--- src/rtl/mem_req_pkg.sv ---
// Shared definitions for the PSRAM request sequencer: FSM encoding and the queued command record.
// The command record is the unit held in the in-order command FIFO.
package mem_req_pkg;

   typedef enum logic [1:0] {
      IDLE      = 2'd0,
      ISSUE     = 2'd1,
      WAIT_DONE = 2'd2,
      RETIRE    = 2'd3
   } state_e;

   localparam int ADDR_W_DEF = 24;

   typedef struct packed {
      logic                  write;
      logic [ADDR_W_DEF-1:0] address;
      logic [7:0]            wdata;
   } cmd_t;

   function automatic int cmd_width(input int addr_w);
      return 1 + addr_w + 8;
   endfunction

   localparam int CMD_W = cmd_width(ADDR_W_DEF);

endpackage

--- src/rtl/mem_req_fifo.sv ---
// Synchronous in-order FIFO, fall-through head, registered full/empty flags.
// A push while full is dropped unless a pop frees a slot in the same cycle.
module mem_req_fifo #(
   parameter int WIDTH = 8,
   parameter int DEPTH = 4
) (
   input  logic             i_clk,
   input  logic             i_reset,
   input  logic             i_push,
   input  logic [WIDTH-1:0] i_din,
   input  logic             i_pop,
   output logic [WIDTH-1:0] o_dout,
   output logic             o_full,
   output logic             o_empty
);

   localparam int PTR_W = $clog2(DEPTH);
   localparam logic [PTR_W:0] FULL_CNT = (PTR_W + 1)'(DEPTH);

   logic [WIDTH-1:0] r_mem [DEPTH];
   logic [PTR_W-1:0] r_wr_ptr;
   logic [PTR_W-1:0] r_rd_ptr;
   logic [PTR_W:0]   r_count;
   logic [PTR_W:0]   w_count_nxt;
   logic             r_full;
   logic             r_empty;
   logic             w_push;
   logic             w_pop;

   assign w_pop  = i_pop & ~r_empty;
   assign w_push = i_push & (~r_full | w_pop);

   always_comb begin
      w_count_nxt = r_count;
      case ({w_push, w_pop})
         2'b10:   w_count_nxt = r_count + 1'b1;
         2'b01:   w_count_nxt = r_count - 1'b1;
         default: w_count_nxt = r_count;
      endcase
   end

   // Depth is a power of two, so the pointers wrap by plain overflow.
   always_ff @(posedge i_clk) begin
      if (i_reset) begin
         r_wr_ptr <= '0;
         r_rd_ptr <= '0;
         r_count  <= '0;
         r_full   <= 1'b0;
         r_empty  <= 1'b1;
      end else begin
         if (w_push) r_wr_ptr <= r_wr_ptr + 1'b1;
         if (w_pop)  r_rd_ptr <= r_rd_ptr + 1'b1;
         r_count <= w_count_nxt;
         r_full  <= (w_count_nxt == FULL_CNT);
         r_empty <= (w_count_nxt == '0);
      end
   end

   always_ff @(posedge i_clk) begin
      if (w_push) r_mem[r_wr_ptr] <= i_din;
   end

   assign o_dout  = r_mem[r_rd_ptr];
   assign o_full  = r_full;
   assign o_empty = r_empty;

endmodule

--- src/rtl/mem_req_sequencer.sv ---
// Queues byte requests and replays them one at a time on the PSRAM controller strobe/busy port.
// 3 cycles of overhead per access plus controller busy time; o_req_ready drops only when the FIFO is full.
module mem_req_sequencer
   import mem_req_pkg::*;
#(
   parameter int FIFO_DEPTH    = 4,
   parameter int ADDR_W        = 24,
   parameter int ISSUE_TIMEOUT = 15
) (
   input  logic              i_clkRAM,
   input  logic              reset,
   input  logic              i_req_valid,
   output logic              o_req_ready,
   input  logic              i_req_write,
   input  logic [ADDR_W-1:0] i_req_address,
   input  logic [7:0]        i_req_wdata,
   output logic              o_rd_valid,
   output logic [7:0]        o_rd_data,
   output logic              o_mem_cs,
   output logic              o_mem_write,
   output logic [ADDR_W-1:0] o_mem_address,
   output logic [7:0]        o_mem_dataToWrite,
   input  logic              i_mem_busy,
   input  logic              i_mem_dataReady,
   input  logic [7:0]        i_mem_dataRead,
   output logic              o_error,
   output logic              o_pending
);

   localparam int W_CMD = cmd_width(ADDR_W);
   localparam int TMO_W = $clog2(ISSUE_TIMEOUT + 1);
   localparam logic [TMO_W-1:0] TMO_LAST = TMO_W'(ISSUE_TIMEOUT - 1);

   state_e             r_state;
   logic [TMO_W-1:0]   r_tmo;
   logic               r_cs;
   logic               r_write;
   logic [ADDR_W-1:0]  r_addr;
   logic [7:0]         r_wdata;
   logic               r_rd_valid;
   logic [7:0]         r_rd_data;
   logic               r_error;
   logic [W_CMD-1:0]   w_fifo_din;
   logic [W_CMD-1:0]   w_fifo_dout;
   logic               w_fifo_full;
   logic               w_fifo_empty;
   logic               w_push;
   logic               w_pop;

   assign w_push     = i_req_valid & ~w_fifo_full;
   assign w_fifo_din = {i_req_write, i_req_address, i_req_wdata};
   // Controller busy in IDLE means it is still initialising; hold the queue.
   assign w_pop      = (r_state == IDLE) & ~w_fifo_empty & ~i_mem_busy;

   mem_req_fifo #(
      .WIDTH (W_CMD),
      .DEPTH (FIFO_DEPTH)
   ) u_fifo (
      .i_clk   (i_clkRAM),
      .i_reset (reset),
      .i_push  (w_push),
      .i_din   (w_fifo_din),
      .i_pop   (w_pop),
      .o_dout  (w_fifo_dout),
      .o_full  (w_fifo_full),
      .o_empty (w_fifo_empty)
   );

   always_ff @(posedge i_clkRAM) begin
      if (reset) begin
         r_state    <= IDLE;
         r_tmo      <= '0;
         r_cs       <= 1'b1;
         r_write    <= 1'b0;
         r_addr     <= '0;
         r_wdata    <= '0;
         r_rd_valid <= 1'b0;
         r_rd_data  <= '0;
         r_error    <= 1'b0;
      end else begin
         r_rd_valid <= 1'b0;
         case (r_state)
            IDLE: begin
               if (w_pop) begin
                  r_write <= w_fifo_dout[W_CMD-1];
                  r_addr  <= w_fifo_dout[8 +: ADDR_W];
                  r_wdata <= w_fifo_dout[7:0];
                  r_cs    <= 1'b0;
                  r_tmo   <= '0;
                  r_state <= ISSUE;
               end
            end
            ISSUE: begin
               if (i_mem_busy) begin
                  r_cs    <= 1'b1;
                  r_state <= WAIT_DONE;
               end else if (r_tmo == TMO_LAST) begin
                  // Controller never acknowledged: drop the request, flag it.
                  r_error <= 1'b1;
                  r_cs    <= 1'b1;
                  r_state <= IDLE;
               end else begin
                  r_tmo <= r_tmo + 1'b1;
               end
            end
            WAIT_DONE: begin
               if (!i_mem_busy) begin
                  if (r_write) begin
                     r_state <= RETIRE;
                  end else if (i_mem_dataReady) begin
                     r_rd_data  <= i_mem_dataRead;
                     r_rd_valid <= 1'b1;
                     r_state    <= RETIRE;
                  end
               end
            end
            RETIRE:  r_state <= IDLE;
            default: r_state <= IDLE;
         endcase
      end
   end

   assign o_req_ready       = ~w_fifo_full;
   assign o_rd_valid        = r_rd_valid;
   assign o_rd_data         = r_rd_data;
   assign o_mem_cs          = r_cs;
   assign o_mem_write       = r_write;
   assign o_mem_address     = r_addr;
   assign o_mem_dataToWrite = r_wdata;
   assign o_error           = r_error;
   assign o_pending         = ~w_fifo_empty | (r_state != IDLE);

endmodule

--- config.mk ---
export PLATFORM = sky130hd
export DESIGN_NAME = mem_req_sequencer
export DESIGN_NICKNAME = d
export VERILOG_FILES = /design/src/rtl/mem_req_pkg.sv /design/src/rtl/mem_req_fifo.sv /design/src/rtl/mem_req_sequencer.sv
export SDC_FILE = /design/constraint.sdc
export NUM_CORES = 1
export LEC_CHECK = 0
export CAP_MARGIN = 20
export CORE_ASPECT_RATIO = 0.7
export CORE_UTILIZATION = 46
export CTS_CLUSTER_SIZE = 25
export DETAILED_ROUTE_END_ITERATION = 12
export GPL_ROUTABILITY_DRIVEN = 0
export PLACE_DENSITY = 0.67
export SYNTH_ARGS = -nofsm -noshare
export SYNTH_HDL_FRONTEND = slang
export SYNTH_HIERARCHICAL = 1
export SYNTH_SLANG_ARGS = --single-unit
--- constraint.sdc ---
create_clock -name i_clkRAM -period 5.1 [get_ports i_clkRAM]
set_input_delay 0.51 -clock i_clkRAM [delete_from_list [all_inputs] [get_ports i_clkRAM]]
set_output_delay 0.51 -clock i_clkRAM [all_outputs]
set_load 0.02 [all_outputs]
==> results by group <==
Clocking
  – Root buf cell: clkbuf_16
  – Post-cts resize count: 0
  – Clk sinks: 193
  – Number of CTS-inserted buffers: 17
  – Clock tree buffer depth: 2
  – CTS Hold Bufs: 0
  – Post CTS Setup Buffer Count: 0
  – CTS H-tree lvls: 4
  – Worst skew pair latency: 0.43 ns
  – Clock slew at reported path FFs: 0.07 ns
  – CTS tree: yes

Critical path
  – Setup crit start kind: primary input
  – CP Capture Type: flop
  – Arr. time, crit path: 3.79 ns
  – Worst R2R End: u_fifo/o_empty
  – Reg2reg path depth: 11
  – Register-to-register setup slack: 1.77 ns
  – Setup CP Type: in -> reg
  – Critical Path RT: 5.42 ns
  – Crit-path max FO: 38

GRT
  – Total Routing Usage GR: 17.7%
  – Vias in the first global route: 4145
  – Initial antenna violation count: 0
  – Global route total overflow: 0
  – Global-route wire length before repair: 21500 um
  – Largest net degree at the start of global routing: 39

Timing
  – Final setup viols: 0
  – Setup TNS: 0 ns
  – RSZ-0062 raised after global routing: false
  – Final worst-path cycle share: 67.9%
  – Rel. slew slack: 37.8%
  – Actual slew at the worst max-slew pin: 0.933 ns
  – Final Hold Fails: 0
  – Fin crit period: 3.47 ns
  – Max-slew violations: 0
  – Peak Freq: 289 MHz
  – Clk_skew: 0.0105 ns

Floorplan
  – Die Ht: 107 um
  – Chip width: 153 um
  – Core ar.: 15500 um^2
  – FP Rows: 38
  – Die area: 16400 um^2
  – Starting density of the core: 47.1%
  – I/O Pins: 92

Hold path
  – WHS Endpoint: o_mem_address[3]
  – WHS Path Cells: 2
  – Hold Path Class: reg -> reg
  – Hold path start: o_mem_address[3]

Placement
  – Port Buffers: 91
  – Post-placement cell count: 736
  – HPWL reported at the end of detailed placement: 8320 um

Run status
  – Status: complete, but fails checks
  – Failing checks: DRC

Finish
  – Antenna Cells: 0
  – Area delta synth->final: 21.2%
  – Total Nets Final: 610
  – Multi-input gate area: 1870 um^2
  – Reg area: 5190 um^2
  – Final non-filler cell total: 769
  – Layout cells sized above 1: 13.5%
  – Fillers: 1211

Synth
  – Most frequent cell after synthesis: edfxtp_1
  – Synth Register Bits: 193
  – Post-synth EDFFs: 132
  – Top post-synthesis cells by count: edfxtp_1, nand2_1, dfxtp_1
  – Synth Area per Inst: 15.6 um^2
  – Gate Count Post-Synth: 468
  – Synth cell types: 45
  – Synth top area cells: edfxtp_1, dfxtp_1, mux4_2, nand2_1, a21oi_1
  – Yosys warns: 6
  – Synth Net Count: 522
  – Seq/Total Area, Yosys: 71.1%
  – Yosys top cell by area: edfxtp_1
  – Prevailing post-synth register cell: edfxtp_1
  – Async SR Flop Fraction: 0%
  – Post-Syn Area: 7290 um^2
  – Synth top area share: 54.3%

Power
  – Peak supply drop: 0.222 mV
  – Cell Pwr Density: 400 nW/um^2
  – Lkg Pwr: 0.00288 uW

Detailed routing
  – Initial DRC Count: 239
  – DRC Markers: 4
  – DR vias/cell: 5.28
  – Post-DRT Antenna Nets: 0
  – DRT Pass-1 Iters: 10
  – Via count: 4059
  – Final wirelength: 13500 um
  – WL/cell: 17.6 um

Run
  – Max cap viols: 0
[worst max-delay path by stage]
stage	from	to	slack, ns
after floorplan	i_mem_busy	u_fifo/o_empty	2.06
after global placement	i_mem_busy	u_fifo/o_empty	1.31
after detailed placement	i_mem_busy	u_fifo/o_empty	1.20
after CTS	i_mem_busy	u_fifo/o_empty	1.63
after global routing	i_mem_busy	u_fifo/o_empty	1.46
final	i_mem_busy	u_fifo/o_empty	1.63
[power by group]
group / total, uW / internal [uW] / switching [uW]
logic: 453 / 205 / 248
clock network: 1240 / 661 / 576
registers: 1840 / 1790 / 50.9
[cell usage in the layout, fill, tap and decap left out, drive strengths merged, types with 7 or more instances in the layout]
cell	count
a21oi	47
clkbuf	20
clkdlybuf4s50	90
dfxtp	61
edfxtp	132
ha	7
inv	22
mux4	33
nand2	69
nand3	11
nor2	9
nor2b	7
o21ai	10
[state kept, by name (all words and copies together) (netlist names), named ones only]
register / cells
u_fifo/o_empty: 1
o_mem_cs: 1
u_fifo/r_mem: 132
u_fifo/r_rd_ptr: 2
o_mem_dataToWrite: 8
o_rd_valid: 1
o_error: 1
u_fifo/r_count: 3
u_fifo/o_full: 1
r_state: 1
r_tmo: 4
o_mem_address: 24
u_fifo/r_wr_ptr: 2
o_mem_write: 1
o_rd_data: 8
[per-stage QoR]
step / total power (uW) / setup WS (ns) / hold slack [ns] / instance area [um^2] / util [%]
floorplan: 2170 / 2.06 / 0.460 / 7290 / -
global route: 3680 / 1.46 / 0.475 / 8840 / 57.0
global placement: 2320 / 1.31 / 0.443 / 8290 / 53.5
CTS: 3570 / 1.63 / 0.457 / 8840 / 57.0
finish: 3530 / 1.63 / 0.456 / 8840 / 57.0
detailed placement: 2340 / 1.20 / 0.447 / 8290 / 53.5
[cell type report]
| type | instances | share of cell area (%) |
|---|---|---|
| Sequential cell | 193 | 58.7 |
| Inverter | 14 | 0.594 |
| Multi-Input combinational cell | 235 | 21.1 |
| Timing Repair Buffer | 95 | 10.6 |
| Clock buffer | 19 | 5.14 |
| Tap cell | 200 | 2.83 |
| Clock inverter | 13 | 1.09 |
[cells by family (layout without fill, tap and decap cells)]
group / count (synthesis) / after routing / synth area share, %
mux: 37 / 37 / 10.9
compound gates: 65 / 65 / 4.79
fa+ha+maj: 8 / 8 / 1.48
flops: 193 / 193 / 71.1
xor+xnor: 4 / 4 / 0.480
buf+inv: 40 / 141 / 3.38
simple gates: 121 / 121 / 7.89
[layer usage]
layer / vias up / share of wire, % / GRT usage (%)
met4: 0 / 0.90 / 6.13
met3: 10 / 3.3 / 4.19
li1: 1920 / - / -
met5: - / 0 / 0
met1: 2039 / 48 / 23.9
met2: 90 / 48 / 28.6
[worst max-delay path: stages]
cell and delay (ns):
clkdlybuf4s50_1 0.53, or4_4 0.71, inv_2 0.12, nor2b_2 0.22, o21a_1 0.27, inv_1 0.07, ha_1 0.23, inv_1 0.08
fa_1 0.40, nor2b_1 0.17, a211o_1 0.29, and3_1 0.17
(Power assumes the default switching activity.)
